===== src/rtl/hdc_sram_scheduler.sv =====
// rtl/hdc_sram_scheduler.sv - round-robin SRAM burst scheduler for three HDC encoder lanes
// Optional watchdog: define HDC_SCHED_TIMEOUT_EN to abort words stuck in FETCH.
module hdc_sram_scheduler #(
  parameter int ADDR_WIDTH     = 8,
  parameter int LEN_WIDTH      = 8,
  parameter int TIMEOUT_CYCLES = 64
) (
  input  logic                    Clk_CI,
  input  logic                    Reset_RI,
  input  logic [2:0]              Req_SI,
  input  logic [3*ADDR_WIDTH-1:0] ReqAddr_DI,
  input  logic [3*LEN_WIDTH-1:0]  ReqLen_DI,
  output logic [2:0]              Grant_SO,
  output logic [ADDR_WIDTH-1:0]   SramAddr_DO,
  output logic [8:0]              SramReq_SO,
  input  logic [8:0]              SramValid_SI,
  output logic                    ValidOut_SO,
  input  logic                    ReadyIn_SI,
  output logic [2:0]              Done_SO,
  output logic                    Busy_SO,
  output logic                    Error_SO
);

  typedef enum logic [1:0] {
    IDLE  = 2'd0,
    FETCH = 2'd1,
    OUT   = 2'd2,
    DONE  = 2'd3
  } state_e;

  state_e                state_q, state_d;
  logic [1:0]            rr_q, rr_d;
  logic [1:0]            lane_q, lane_d;
  logic [2:0]            grant_q, grant_d;
  logic [2:0]            got_q, got_d;
  logic [ADDR_WIDTH-1:0] addr_q, addr_d;
  logic [LEN_WIDTH-1:0]  cnt_q, cnt_d;
  logic [8:0]            sram_req_q, sram_req_d;

  logic                  win_found;
  logic [1:0]            win_lane;
  logic [2:0]            cand;
  logic [ADDR_WIDTH-1:0] win_addr;
  logic [LEN_WIDTH-1:0]  win_len;
  logic [2:0]            lane_valid;
  logic [2:0]            got_new;
  logic                  all_got;
  logic                  timeout;

  // Search order rr, rr+1, rr+2 (mod 3); first requester found wins.
  always_comb begin
    win_found = 1'b0;
    win_lane  = 2'd0;
    cand      = 3'd0;
    for (int k = 0; k < 3; k++) begin
      cand = {1'b0, rr_q} + 3'(k);
      if (cand >= 3'd3) begin
        cand = cand - 3'd3;
      end
      if (!win_found && Req_SI[cand[1:0]]) begin
        win_found = 1'b1;
        win_lane  = cand[1:0];
      end
    end
  end

  always_comb begin
    case (win_lane)
      2'd1: begin
        win_addr = ReqAddr_DI[ADDR_WIDTH +: ADDR_WIDTH];
        win_len  = ReqLen_DI[LEN_WIDTH +: LEN_WIDTH];
      end
      2'd2: begin
        win_addr = ReqAddr_DI[2*ADDR_WIDTH +: ADDR_WIDTH];
        win_len  = ReqLen_DI[2*LEN_WIDTH +: LEN_WIDTH];
      end
      default: begin
        win_addr = ReqAddr_DI[0 +: ADDR_WIDTH];
        win_len  = ReqLen_DI[0 +: LEN_WIDTH];
      end
    endcase
  end

  always_comb begin
    case (lane_q)
      2'd1:    lane_valid = SramValid_SI[5:3];
      2'd2:    lane_valid = SramValid_SI[8:6];
      default: lane_valid = SramValid_SI[2:0];
    endcase
  end

  // Valids landing in the same cycle as the request still count toward the word.
  assign got_new = got_q | lane_valid;
  assign all_got = &got_new;

`ifdef HDC_SCHED_TIMEOUT_EN
  localparam int WdWidth = $clog2(TIMEOUT_CYCLES + 1);

  logic [WdWidth-1:0] wd_q, wd_d;
  logic               error_q, error_d;

  assign timeout = (state_q == FETCH) && !all_got &&
                   (wd_q == WdWidth'(TIMEOUT_CYCLES - 1));

  always_comb begin
    wd_d    = '0;
    error_d = error_q | timeout;
    if (state_q == FETCH && state_d == FETCH) begin
      wd_d = wd_q + 1'b1;
    end
  end

  always_ff @(posedge Clk_CI) begin
    if (Reset_RI) begin
      wd_q    <= '0;
      error_q <= 1'b0;
    end else begin
      wd_q    <= wd_d;
      error_q <= error_d;
    end
  end

  assign Error_SO = error_q;
`else
  assign timeout  = 1'b0;
  assign Error_SO = 1'b0;
`endif

  always_ff @(posedge Clk_CI) begin
    if (Reset_RI) begin
      state_q    <= IDLE;
      rr_q       <= 2'd0;
      lane_q     <= 2'd0;
      grant_q    <= 3'd0;
      got_q      <= 3'd0;
      addr_q     <= '0;
      cnt_q      <= '0;
      sram_req_q <= 9'd0;
    end else begin
      state_q    <= state_d;
      rr_q       <= rr_d;
      lane_q     <= lane_d;
      grant_q    <= grant_d;
      got_q      <= got_d;
      addr_q     <= addr_d;
      cnt_q      <= cnt_d;
      sram_req_q <= sram_req_d;
    end
  end

  always_comb begin
    state_d = state_q;
    case (state_q)
      IDLE: begin
        if (win_found) begin
          state_d = (win_len == '0) ? DONE : FETCH;
        end
      end
      FETCH: begin
        if (timeout) begin
          state_d = DONE;
        end else if (all_got) begin
          state_d = OUT;
        end
      end
      OUT: begin
        if (ReadyIn_SI) begin
          state_d = (cnt_q <= LEN_WIDTH'(1)) ? DONE : FETCH;
        end
      end
      default: state_d = IDLE;
    endcase
  end

  always_comb begin
    rr_d       = rr_q;
    lane_d     = lane_q;
    grant_d    = grant_q;
    got_d      = got_q;
    addr_d     = addr_q;
    cnt_d      = cnt_q;
    sram_req_d = 9'd0;
    case (state_q)
      IDLE: begin
        if (win_found) begin
          lane_d  = win_lane;
          grant_d = 3'b001 << win_lane;
          addr_d  = win_addr;
          cnt_d   = win_len;
          got_d   = 3'd0;
        end
      end
      FETCH: begin
        got_d = timeout ? 3'd0 : got_new;
      end
      OUT: begin
        if (ReadyIn_SI) begin
          got_d = 3'd0;
          if (cnt_q != '0) begin
            cnt_d = cnt_q - 1'b1;
          end
          if (cnt_q > LEN_WIDTH'(1)) begin
            addr_d = addr_q + 1'b1;
          end
        end
      end
      default: begin
        grant_d = 3'd0;
        rr_d    = (lane_q == 2'd2) ? 2'd0 : lane_q + 2'd1;
      end
    endcase
    // Request lines are registered, so they are derived from the next-cycle view.
    if (state_d == FETCH) begin
      case (lane_d)
        2'd1:    sram_req_d[5:3] = ~got_d;
        2'd2:    sram_req_d[8:6] = ~got_d;
        default: sram_req_d[2:0] = ~got_d;
      endcase
    end
  end

  assign Grant_SO    = grant_q;
  assign SramAddr_DO = addr_q;
  assign SramReq_SO  = sram_req_q;
  assign ValidOut_SO = (state_q == OUT);
  assign Done_SO     = (state_q == DONE) ? grant_q : 3'd0;
  assign Busy_SO     = (state_q != IDLE);

endmodule


===== config.mk =====
export PLATFORM = sky130hd
export DESIGN_NAME = hdc_sram_scheduler
export DESIGN_NICKNAME = d
export VERILOG_FILES = /design/src/rtl/hdc_sram_scheduler.sv
export SDC_FILE = /design/constraint.sdc
export NUM_CORES = 1
export LEC_CHECK = 0
export ABC_AREA = 1
export BUFFER_PORTS_ARGS = -buffer_cell sky130_fd_sc_hd__buf_4
export CORE_ASPECT_RATIO = 0.75
export CORE_MARGIN = 2
export CORE_UTILIZATION = 25
export DETAILED_ROUTE_END_ITERATION = 7
export PLACE_DENSITY = 0.55
export RECOVER_POWER = 50
export SETUP_SLACK_MARGIN = 0.05
export SKIP_CTS_REPAIR_TIMING = 1
export SYNTH_ARGS = -nofsm -noshare
export SYNTH_HDL_FRONTEND = slang
export SYNTH_SLANG_ARGS = --single-unit

===== constraint.sdc =====
create_clock -name Clk_CI -period 4.9 [get_ports Clk_CI]
set_clock_uncertainty 0.05 [all_clocks]
set_input_delay 0.245 -clock Clk_CI [delete_from_list [all_inputs] [get_ports Clk_CI]]
set_output_delay 0.245 -clock Clk_CI [all_outputs]
set_load 0.01 [all_outputs]

Yosys cells after proc, flatten, opt, wreduce, memory -nomap -nowiden
Cells that the tools add are included.

cells by class
  multiplexer cells = 41
  magnitude comparators = 8
  $add $sub $neg = 8
  shift-type cells = 1
  equal/unequal tests = 14
  reduce and logical (&&, ||, !) cells = 18
  bitwise operators = 6

operator list
  cell                 number
  $pmux 8 s2           4
  $mux 8               6
  $mux 2               14
  $mux 3               4
  $pmux 3 s2           2
  $eq 2x1->1 const B   5
  $eq 2x2->1 const B   5
  $lt 2x3->1 const B   3
  $pmux 3 s3           1
  $reduce_or 3->1      3
  $add 8x1->8 const B  1
  $gt 8x1->1 const B   1
  $le 8x1->1 const B   1
  $logic_not 8->1      1
  $reduce_and 4->1     2
  $reduce_bool 8->1    1
  $sub 8x1->8 const B  1
  $bmux 1 s2           3
  $ge 3x2->1 const B   2
  $mux 1               6
  $ne 2x1->1 const B   3
  $pmux 2 s3           1
  $sub 2x2->2 const B  3
  $not 1->1            4
  other kinds (16)     19

word-level totals
  flip-flop bits (word level) = 37
  word-level logic and storage cells = 106
  input port bits = 63

Depth between registers and ports, before layout
Gate-level depths: netlist (run 1).

  depth after elaboration = 20
  mapped depth = 24
  mapped depth without buffers = 22

Worst setup path before layout (run 1)
Ideal clock, no wire load.

  kind = reg2reg
  start point = register rr_q[0]
  end point = register sram_req_q[1] (netlist: SramReq_SO[1])
  clock period less this slack = 2.911 ns
  data required time = 4.736 ns
  cell stages (with the launch flop) = 24
  library setup time = 0.114 ns
  slack = 1.989 ns
  arrival = 2.747 ns
  cells stage by stage = dfxtp_1 inv_1 ha_1 nor2_1 nand2_1 nand3_1 inv_2 nand3_1 nand3_1 o21ai_2 inv_1 ha_1 buf_6 inv_4 buf_6 or2_1 nand2_1 nand2_1 nor2_1 nand2_1 o21ai_2 nor2_2 nand3_2 nor2_1

between the ends
  cells in the longest elaborated chain, start to end = 20
  elaborated cells between the ends (all ways) = 44
  those cells by class = add/sub: 5; order compare: 3; eq/ne: 5; mux: 23; bitwise: 2; reduce/logical: 6

ends and longest elaborated chain
  what                                                                  line  source
  from (decl)                                                           32    logic [1:0] rr_q, rr_d;
  from (signal assigned)                                                141   rr_q <= rr_d;
  parallel branches: the longest is 20 deep, another holds $add 2x1->3  -
  to (signal assigned)                                                  147   sram_req_q <= sram_req_d;
  to (decl)                                                             38    logic [8:0] sram_req_q, sram_req_d;

Parallel ways; which one is timed is not known. The select of a mux whose other input is x is not followed.
A chain may end at the register's enable or synchronous reset.

Worst setup path after layout (run 1)
  start point = register rr_q[0]
  end point = register sram_req_q[5] (netlist: SramReq_SO[5])

between the ends
  cells in the longest elaborated chain, start to end = 20
  elaborated cells between the ends (all ways) = 44
  those cells by class = add/sub: 5; order compare: 3; eq/ne: 4; mux: 23; bitwise: 3; reduce/logical: 6

ends and longest elaborated chain
  what
  parallel branches: the longest is 20 deep, another holds $add 2x1->3

Parallel ways; which one is timed is not known. The select of a mux whose other input is x is not followed.

==> results list, run 1 <==
- Share of the cycle needed by the critical path after routing: 74.4%
- Relative to the synthesized area, the layout overhead comes to 27.2%.
* Maximum clock insertion buffer count: 2
- The die covers around 0.012 mm2.
- Post-synth ARST share: 0%
- Max-slew violation total from the final report: 0
- Before antenna repair, the detailed router went through 4 iterations.
* Detail-routed net length per standard cell: ~13 um
- For this design the top-level I/O count stands at 89.
- Least-Margin Pin Slew: between 0.8 and 0.9 ns
- By count the netlist is led by 107 x sky130_fd_sc_hd__nand2_1, 45 x sky130_fd_sc_hd__inv_1, 39 x sky130_fd_sc_hd__nor2_1, 37 x sky130_fd_sc_hd__dfxtp_1, 31 x sky130_fd_sc_hd__o21ai_0.
* End of the worst register-to-register path: SramReq_SO[5]
- Flops & latches, synth: 37
* Flip-flop cell with the highest count after synthesis: sky130_fd_sc_hd__dfxtp_1
- Setup repair after global routing left no endpoint under its margin.
- Slack of the worst reg-to-reg path: approximately 1.3 ns
* Antenna cell count: 0
- Estimated wirelength of the detail-placed design: 6.29 mm
- CTS tree: yes
- Wire length of the first global-routing pass: roughly 13 mm
- GRT met3 Usage: approximately 2.6%
* Initial detailed-routing violation count: around 100
- Core Box Area: 0.0109 mm2
- Among the stages of the critical path, the cell type that occurs most often is sky130_fd_sc_hd__nand2_1.
* Critical-path maximum fanout: 25
- The critical path goes through inv_1 > ha_1 > nor2_1 > nand2_1 > nand3_1 > nand3_1 > o21ai_0 > inv_1 > ha_1 > inv_4 > or2_2 > nand2_1 > nand2_1 > nor2_1 > nand2_1 > o21ai_2 > nor2_2 > nand3_2 > nor2_1.
* Slowest stage cell on the critical path: sky130_fd_sc_hd__ha_1
- After synthesis, the cell types taking the most area are sky130_fd_sc_hd__dfxtp_1 27%, sky130_fd_sc_hd__nand2_1 14%, sky130_fd_sc_hd__ha_1 9.5%.
- In this run the vertical extent of the chip is approximately 95 um.
- The most critical setup path has its endpoint at SramReq_SO[5].
- In the routed design, unresolved DRC markers number 0.
- Clock H-tree levels: 2
- Post-Layout Inst Area: between 0.003 and 0.004 mm2
- Measured along the x axis, the die boundary spans about 130 um.
* Insertion delay of the later-clocked pin in the worst-skew pair: approximately 0.28 ns
- Counting every instance in the synthesized netlist gives ~420.
- The synthesized design contains 0 enable-type register cells.
* Top achievable clock speed: roughly 0.27 GHz
- Fraction of layout instances using a drive strength above 1: around 20%
- The critical path runs through a total of 19 cells.
- Via total after detailed routing: 2,915
- After floorplanning, the core was divided into 33 placement rows.
- Setup violations remaining at the end of the flow were counted as 0.
- In this design, the stage delay of the slowest critical-path cell is roughly 0.5 ns.
* Clock edge transition at the registers on the reported setup and hold paths: ~0.060 ns
- Post-Route WL: 8.09 mm
- Counting the fill cells in the layout gives ~1,200.
- Number of buffers and inverters on the critical path: 3
- Multi-input gate area: between 0.0015 and 0.002 mm2
* Mapped Area: roughly 0.0028 mm2
- The tree is rooted in a sky130_fd_sc_hd__clkbuf_16.
- Startpoint types: flop
* Clock period minus worst slack: 3.65 ns
* Top cell type by total area after synthesis: sky130_fd_sc_hd__dfxtp_1
- Global routing consumed, on the met1 layer, ~20% of the routing resources.
- Broken down by cell family, the worst path's largest delay share belongs to simple AND/OR/NAND/NOR gates.
- Area used by sequential logic in the layout: between 700 and 800 um2
* Final hold vios: 0
- The min-delay analysis places its worst path in the category input port to flop.
- The flow ran to the end, and the final reports show no timing, DRC or antenna violations.
- Type of the worst setup path: flop to flop
* Antenna violations before repair: 0
- Nets in the synthesized netlist: ~500
- The via count of the first global-routing pass is 2,813.
- Hold Crit Start: Reset_RI
- Buffers placed on the I/O ports in this run total 87.
* Max_cap viols: 0
- The placed instances occupy a cell area of 0.00349 mm2.
- Static leakage: roughly 1.6 nW
- After global routing, the most crowded layer is met2.
* Cell variety after synth: 42
* Worst R2R Path Depth: 19
* Proportion of netlist area held by the largest area contributor: 26.7%
- After synthesis, the mean cell area works out to about 6.6 um2.
* Headroom to the max-slew limit: between 40% and 50%
* Fraction of met2 tracks used by global routing: a little over a fifth
- CTS saw 37 sinks.
- Global routing consumed, over all layers together, a little over an eighth of the routing resources.
- Power density over the cells: about 340 mW/mm2
- Pin count of the biggest net entering global routing: 26
* Setup crit end kind: flop
- In this run the critical register-to-register path is launched from rr_q[0].
- Count leader, synth: sky130_fd_sc_hd__nand2_1
- Number of warnings printed during yosys synthesis: 0
* Setup crit start: rr_q[0]
- Highest ir drop seen on vdd: roughly 0.00016 V
- The initial utilization of the core area, before any placement, comes to between 20 and 30%.
- Setup total negative slack: 0 ns
* Global placement routability congestion: about 0.80
- STA puts the critical path data required time at between 5 and 6 ns.
- Overflow after GRT: 0
- Arrival time reported for the critical path endpoint: 3.77 ns
* Via-per-instance ratio: around 4.6
* Antenna-violating nets left: 0
- The final layout contains 580 nets.
- CTS buffer count: 5
- Sequential cells were found to cover between 20% and 30% of the synthesized design area.
## worst min path at each step
stage	cells after the start	to
final	2	SramAddr_DO[5]
after global routing	2	SramAddr_DO[5]
after CTS	2	SramAddr_DO[5]
after global placement	2	cnt_q[7]
after detailed placement	2	cnt_q[7]
after floorplan	1	cnt_q[5]
## cell usage in the layout (no fill, tap or decap), types with 2 or more instances in the layout
master / count
sky130_fd_sc_hd__a211oi_2: 3
sky130_fd_sc_hd__a21oi_1: 27
sky130_fd_sc_hd__a21oi_2: 4
sky130_fd_sc_hd__a221oi_1: 2
sky130_fd_sc_hd__a22o_1: 2
sky130_fd_sc_hd__buf_4: 62
sky130_fd_sc_hd__clkbuf_1: 25
sky130_fd_sc_hd__clkbuf_16: 5
sky130_fd_sc_hd__clkinv_4: 2
sky130_fd_sc_hd__dfxtp_1: 37
sky130_fd_sc_hd__ha_1: 21
sky130_fd_sc_hd__inv_1: 46
sky130_fd_sc_hd__inv_2: 3
sky130_fd_sc_hd__nand2_1: 107
sky130_fd_sc_hd__nand2_2: 2
sky130_fd_sc_hd__nand2_4: 2
sky130_fd_sc_hd__nand3_1: 31
sky130_fd_sc_hd__nand3_2: 3
sky130_fd_sc_hd__nand4_1: 4
sky130_fd_sc_hd__nor2_1: 40
sky130_fd_sc_hd__nor2_2: 2
sky130_fd_sc_hd__nor3_1: 2
sky130_fd_sc_hd__o21ai_0: 32
sky130_fd_sc_hd__o21ai_1: 4
sky130_fd_sc_hd__o21ai_2: 3
sky130_fd_sc_hd__o22ai_1: 5
sky130_fd_sc_hd__or2_1: 2
sky130_fd_sc_hd__or2_2: 5
## kinds of logic (layout without fill, tap and decap cells)
group           after synthesis  in the layout  share of synthesized area, %
flops                        37             37                          26.7
buf+inv                      65            145                          10.9
xor+xnor                      2              2                         0.632
simple gates                203            203                          33.0
other cells                   1              1                         0.135
fa+ha+maj                    21             21                          9.49
compound gates               88             88                          19.2
## per-layer routing
metal / share of wire, % / vias up
li1: - / 1511
met1: 51 / 1337
met2: 45 / 62
met3: 3.7 / 5
met4: 0.57 / 0
met5: 0 / -
## state kept, by name, summed over array words and instances (netlist names)
| signal | cells |
|---|---|
| Grant_SO | 3 |
| SramAddr_DO | 8 |
| SramReq_SO | 9 |
| cnt_q | 8 |
| got_q | 3 |
| lane_q | 2 |
| rr_q | 2 |
| state_q | 2 |
## layout make-up
cell class	instances	area share [%]
tap	140	4.97
sequential	37	21.0
inverter	50	5.40
clock inverter	3	0.639
multi-input combinational	315	48.6
clock buffer	5	3.55
timing repair buffer	87	15.9
## where the power goes
part           internal, mW  switching (mW)
sequential            0.356          0.0425
combinational         0.180           0.297
clock                 0.189           0.133
## stage by stage
stage / cells / hold WS (ns) / power, mW / worst slack [ns] / utilization (%)
after floorplan: 417 / 0.268 / 0.756 / 1.99 / -
after global placement: 629 / 0.427 / 0.906 / 1.56 / 32.1
after detailed placement: 629 / 0.436 / 0.911 / 1.39 / 32.1
after CTS: 637 / 0.198 / 1.24 / 1.39 / 33.5
after global routing: 637 / 0.209 / 1.29 / 0.825 / 32.5
final: 637 / 0.198 / 1.20 / 1.25 / 32.5
Note: power is estimated with default switching activity, not from simulation.
==> run 2: changes to the inputs <==
--- a/config.mk
+++ b/config.mk
@@ -11,7 +11,7 @@
 export CORE_MARGIN = 2
 export CORE_UTILIZATION = 25
 export DETAILED_ROUTE_END_ITERATION = 7
-export PLACE_DENSITY = 0.55
+export PLACE_DENSITY = 0.57
 export RECOVER_POWER = 50
 export SETUP_SLACK_MARGIN = 0.05
 export SKIP_CTS_REPAIR_TIMING = 1
==> constraint.sdc (replaced) <==
create_clock -name Clk_CI -period 3.19 [get_ports Clk_CI]
set_clock_uncertainty 0.05 [all_clocks]
set_input_delay 0.1595 -clock Clk_CI [delete_from_list [all_inputs] [get_ports Clk_CI]]
set_output_delay 0.1595 -clock Clk_CI [all_outputs]
set_load 0.01 [all_outputs]
==> results list, run 2 (synthesized netlist as in run 1, its figures left out) <==
- Result of the run: finished clean
- Type of the tightest min-delay check: input port to flop
- The horizontal die dimension came to 126 um (unchanged).
- The total I/O pin count was 89 (unchanged).
- Overflow after GRT: 0 (unchanged)
- Pre-CTS setup slack: -0.0665 ns (-1.46 ns)
* Post-route core utilization: 34.4% (+1.9 points)
* Effective utilization at floorplan: 25.5% (unchanged)
* Port Buf Inserts: 87 (unchanged)
- The via density per instance is 4.55 (-0.55%).
* Type of the worst setup path: flop to flop
- The number of diodes added for antenna fixing came to 0 (unchanged).
* Core Box Area: 0.0109 mm2 (unchanged)
- Initial detailed-routing violation count: 130 (+31%)
- The number of antenna violations at the first check in global routing came to 0 (unchanged).
* Commonest non-fill, non-tap cells in the layout: 105 x sky130_fd_sc_hd__nand2_1, 71 x sky130_fd_sc_hd__buf_4, 43 x sky130_fd_sc_hd__inv_1, 39 x sky130_fd_sc_hd__nor2_1, 35 x sky130_fd_sc_hd__dfxtp_1
- Floorplan die area: 0.0119 mm2 (unchanged)
* Site Rows: 33 (unchanged)
- Total routing usage reported by global routing: 13.4% (-0.30 points)
- The residual DRC count was 0 (unchanged).
* Static leakage: 1.72 nW (+5.0%)
* Via total after detailed routing: 2,940 (+0.86%)
- The post-route setup TNS came to 0 ns (unchanged).
* Power density over the cells: 541 mW/mm2 (+59%)
- Startpoint types: flop
- Global placement routability congestion: 0.879 (+9.9%)
* Detail-routed net length per standard cell: 12.5 um (-1.3%)
* Wire length of the first global-routing pass: 13.2 mm (-1.1%)
* Pin count of the biggest net entering global routing: 24 (-7.7%)
- Total power after layout: 2.02 mW (+68%)
- Final hold vios: 0 (unchanged)
* Estimated wirelength of the detail-placed design: 6.45 mm (+2.5%)
- The maximum net fanout on the critical path came to 16 (-36%).
- Top achievable clock speed: 0.335 GHz (+22%)
- CTS Sinks: 37 (unchanged)
- Clock edge transition at the registers on the reported setup and hold paths: 0.06 ns (about the same)
* Arrival time reported for the critical path endpoint: 3.10 ns (-0.67 ns)
- The number of buffers added by the clock tree synthesis step was 5 (unchanged).
* Via count of the first global-routing pass: 2,846 (+1.2%)
- The maximum count of clock buffers along a single path came to 2 (unchanged).
- Fraction of layout instances using a drive strength above 1: 25.9% (+5.6 points)
* PnR worst setup slack: 0.207 ns (-1.05 ns)
* CTS tree: yes
* Post-layout net count: 589 (+1.6%)
- The final count of pins violating max slew was 0 (unchanged).
* Post-Route WL: 8.09 mm (about the same)
- The worst relative slew slack was 33.8% (-12 points).
* Total setup violations reported at the end of the flow: 0 (unchanged)
- The non-filler instance count after layout is 646 (+1.4%).
- Max FFs per register: 9 (unchanged)
- Clock tree synthesis selected as its root buffer the cell sky130_fd_sc_hd__clkbuf_16.
* Die Y: 95.2 um (unchanged)
* Least-Margin Pin Slew: 0.993 ns (+0.183 ns)
* Max_cap viols: 0 (unchanged)
- The H-tree depth is 2 (unchanged).
* Clock period minus worst slack: 2.98 ns (-0.663 ns)
- Setup repair after global routing missed its margin: no
* Setup crit end kind: flop
* Worst path required time: 3.31 ns (-1.72 ns)
* Antenna-violating nets left: 0 (unchanged)
- The maximum resistive drop on vdd came to 0.000428 V (+160%).
* Insertion delay of the later-clocked pin in the worst-skew pair: 0.27 ns (about the same)
- The number of detailed-route iterations in the first pass is 4 (unchanged).
* Post-Place Cells: 635 (+0.95%)
* Commonest non-fill, non-tap cell in the layout: sky130_fd_sc_hd__nand2_1
* Area Overhead vs Synth: 34.7%
* Share of the cycle needed by the critical path after routing: 93.5% (+19 points)
==> run 2: cell types whose count changed in the layout (fill, tap and decap cells not counted), moves of 3 or more <==
cell | previous run | this run
sky130_fd_sc_hd__ha_1 | 21 | 15
sky130_fd_sc_hd__nand3_2 | 3 | 7
sky130_fd_sc_hd__ha_2 | 0 | 4
sky130_fd_sc_hd__nand3_1 | 31 | 26
sky130_fd_sc_hd__inv_1 | 46 | 43
sky130_fd_sc_hd__buf_4 | 62 | 71
sky130_fd_sc_hd__inv_2 | 3 | 6
==> run 2: critical path, cell delays in order (launching register included) <==
cell and delay (ns):
sky130_fd_sc_hd__dfxtp_2 0.35, sky130_fd_sc_hd__inv_2 0.06, sky130_fd_sc_hd__ha_4 0.26, sky130_fd_sc_hd__nor2_2 0.13, sky130_fd_sc_hd__nand2_1 0.09, sky130_fd_sc_hd__nand3_4 0.13, sky130_fd_sc_hd__nand3_2 0.11, sky130_fd_sc_hd__o21ai_2 0.23
sky130_fd_sc_hd__inv_2 0.07, sky130_fd_sc_hd__ha_4 0.29, sky130_fd_sc_hd__inv_4 0.07, sky130_fd_sc_hd__or2_2 0.28, sky130_fd_sc_hd__nand2_1 0.07, sky130_fd_sc_hd__nand2_1 0.06, sky130_fd_sc_hd__nor2_2 0.12, sky130_fd_sc_hd__nand2_1 0.09
sky130_fd_sc_hd__o21ai_2 0.20, sky130_fd_sc_hd__nor2_4 0.07, sky130_fd_sc_hd__nand3_2 0.09, sky130_fd_sc_hd__nor2_1 0.05
==> run 2: report_power, final <==
part	switching, mW	internal (mW)	total (mW)	leakage [nW]
clock network	0.190	0.450	0.640	0.0944
logic	0.463	0.300	0.763	1.32
registers	0.0671	0.548	0.615	0.306
total	0.720	1.30	2.02	1.72
==> run 2: worst paths after layout <==
path	startpoint	endpoint	slack [ns]	depth (start not counted)
hold reg to reg	Grant_SO[0]	Grant_SO[0]	0.44	2
setup / recovery	rr_q[0]	SramReq_SO[2]	0.21	19
setup reg to reg	rr_q[0]	SramReq_SO[2]	0.21	19
hold / removal	Reset_RI	SramAddr_DO[5]	0.12	2
==> run 2: stage by stage <==
stage | cell area [um2] | hold slack [ns]
after CTS | 3730 | 0.128
after floorplan | 2770 | 0.182
after detailed placement | 3530 | 0.413
after global placement | 3530 | 0.412
after global routing | 3730 | 0.126
final | 3730 | 0.124
==> run 2: area by class of cell <==
| type | count | area (um2) |
|---|---|---|
| Fill cell | 1186 | 7130 |
| Multi-Input combinational cell | 315 | 1800 |
| Sequential cell | 37 | 743 |
| Timing Repair Buffer | 96 | 627 |
| Inverter | 50 | 190 |
| Tap cell | 140 | 175 |
| Clock buffer | 5 | 125 |
| Clock inverter | 3 | 68.8 |
==> run 2: per-layer routing <==
metal / part of all wire, % / vias up / track usage, %
li1: - / 1533 / -
met1: 47 / 1337 / 18.0
met2: 47 / 66 / 23.2
met3: 5.3 / 4 / 2.19
met4: 0.59 / 0 / 2.22
met5: 0 / - / 0
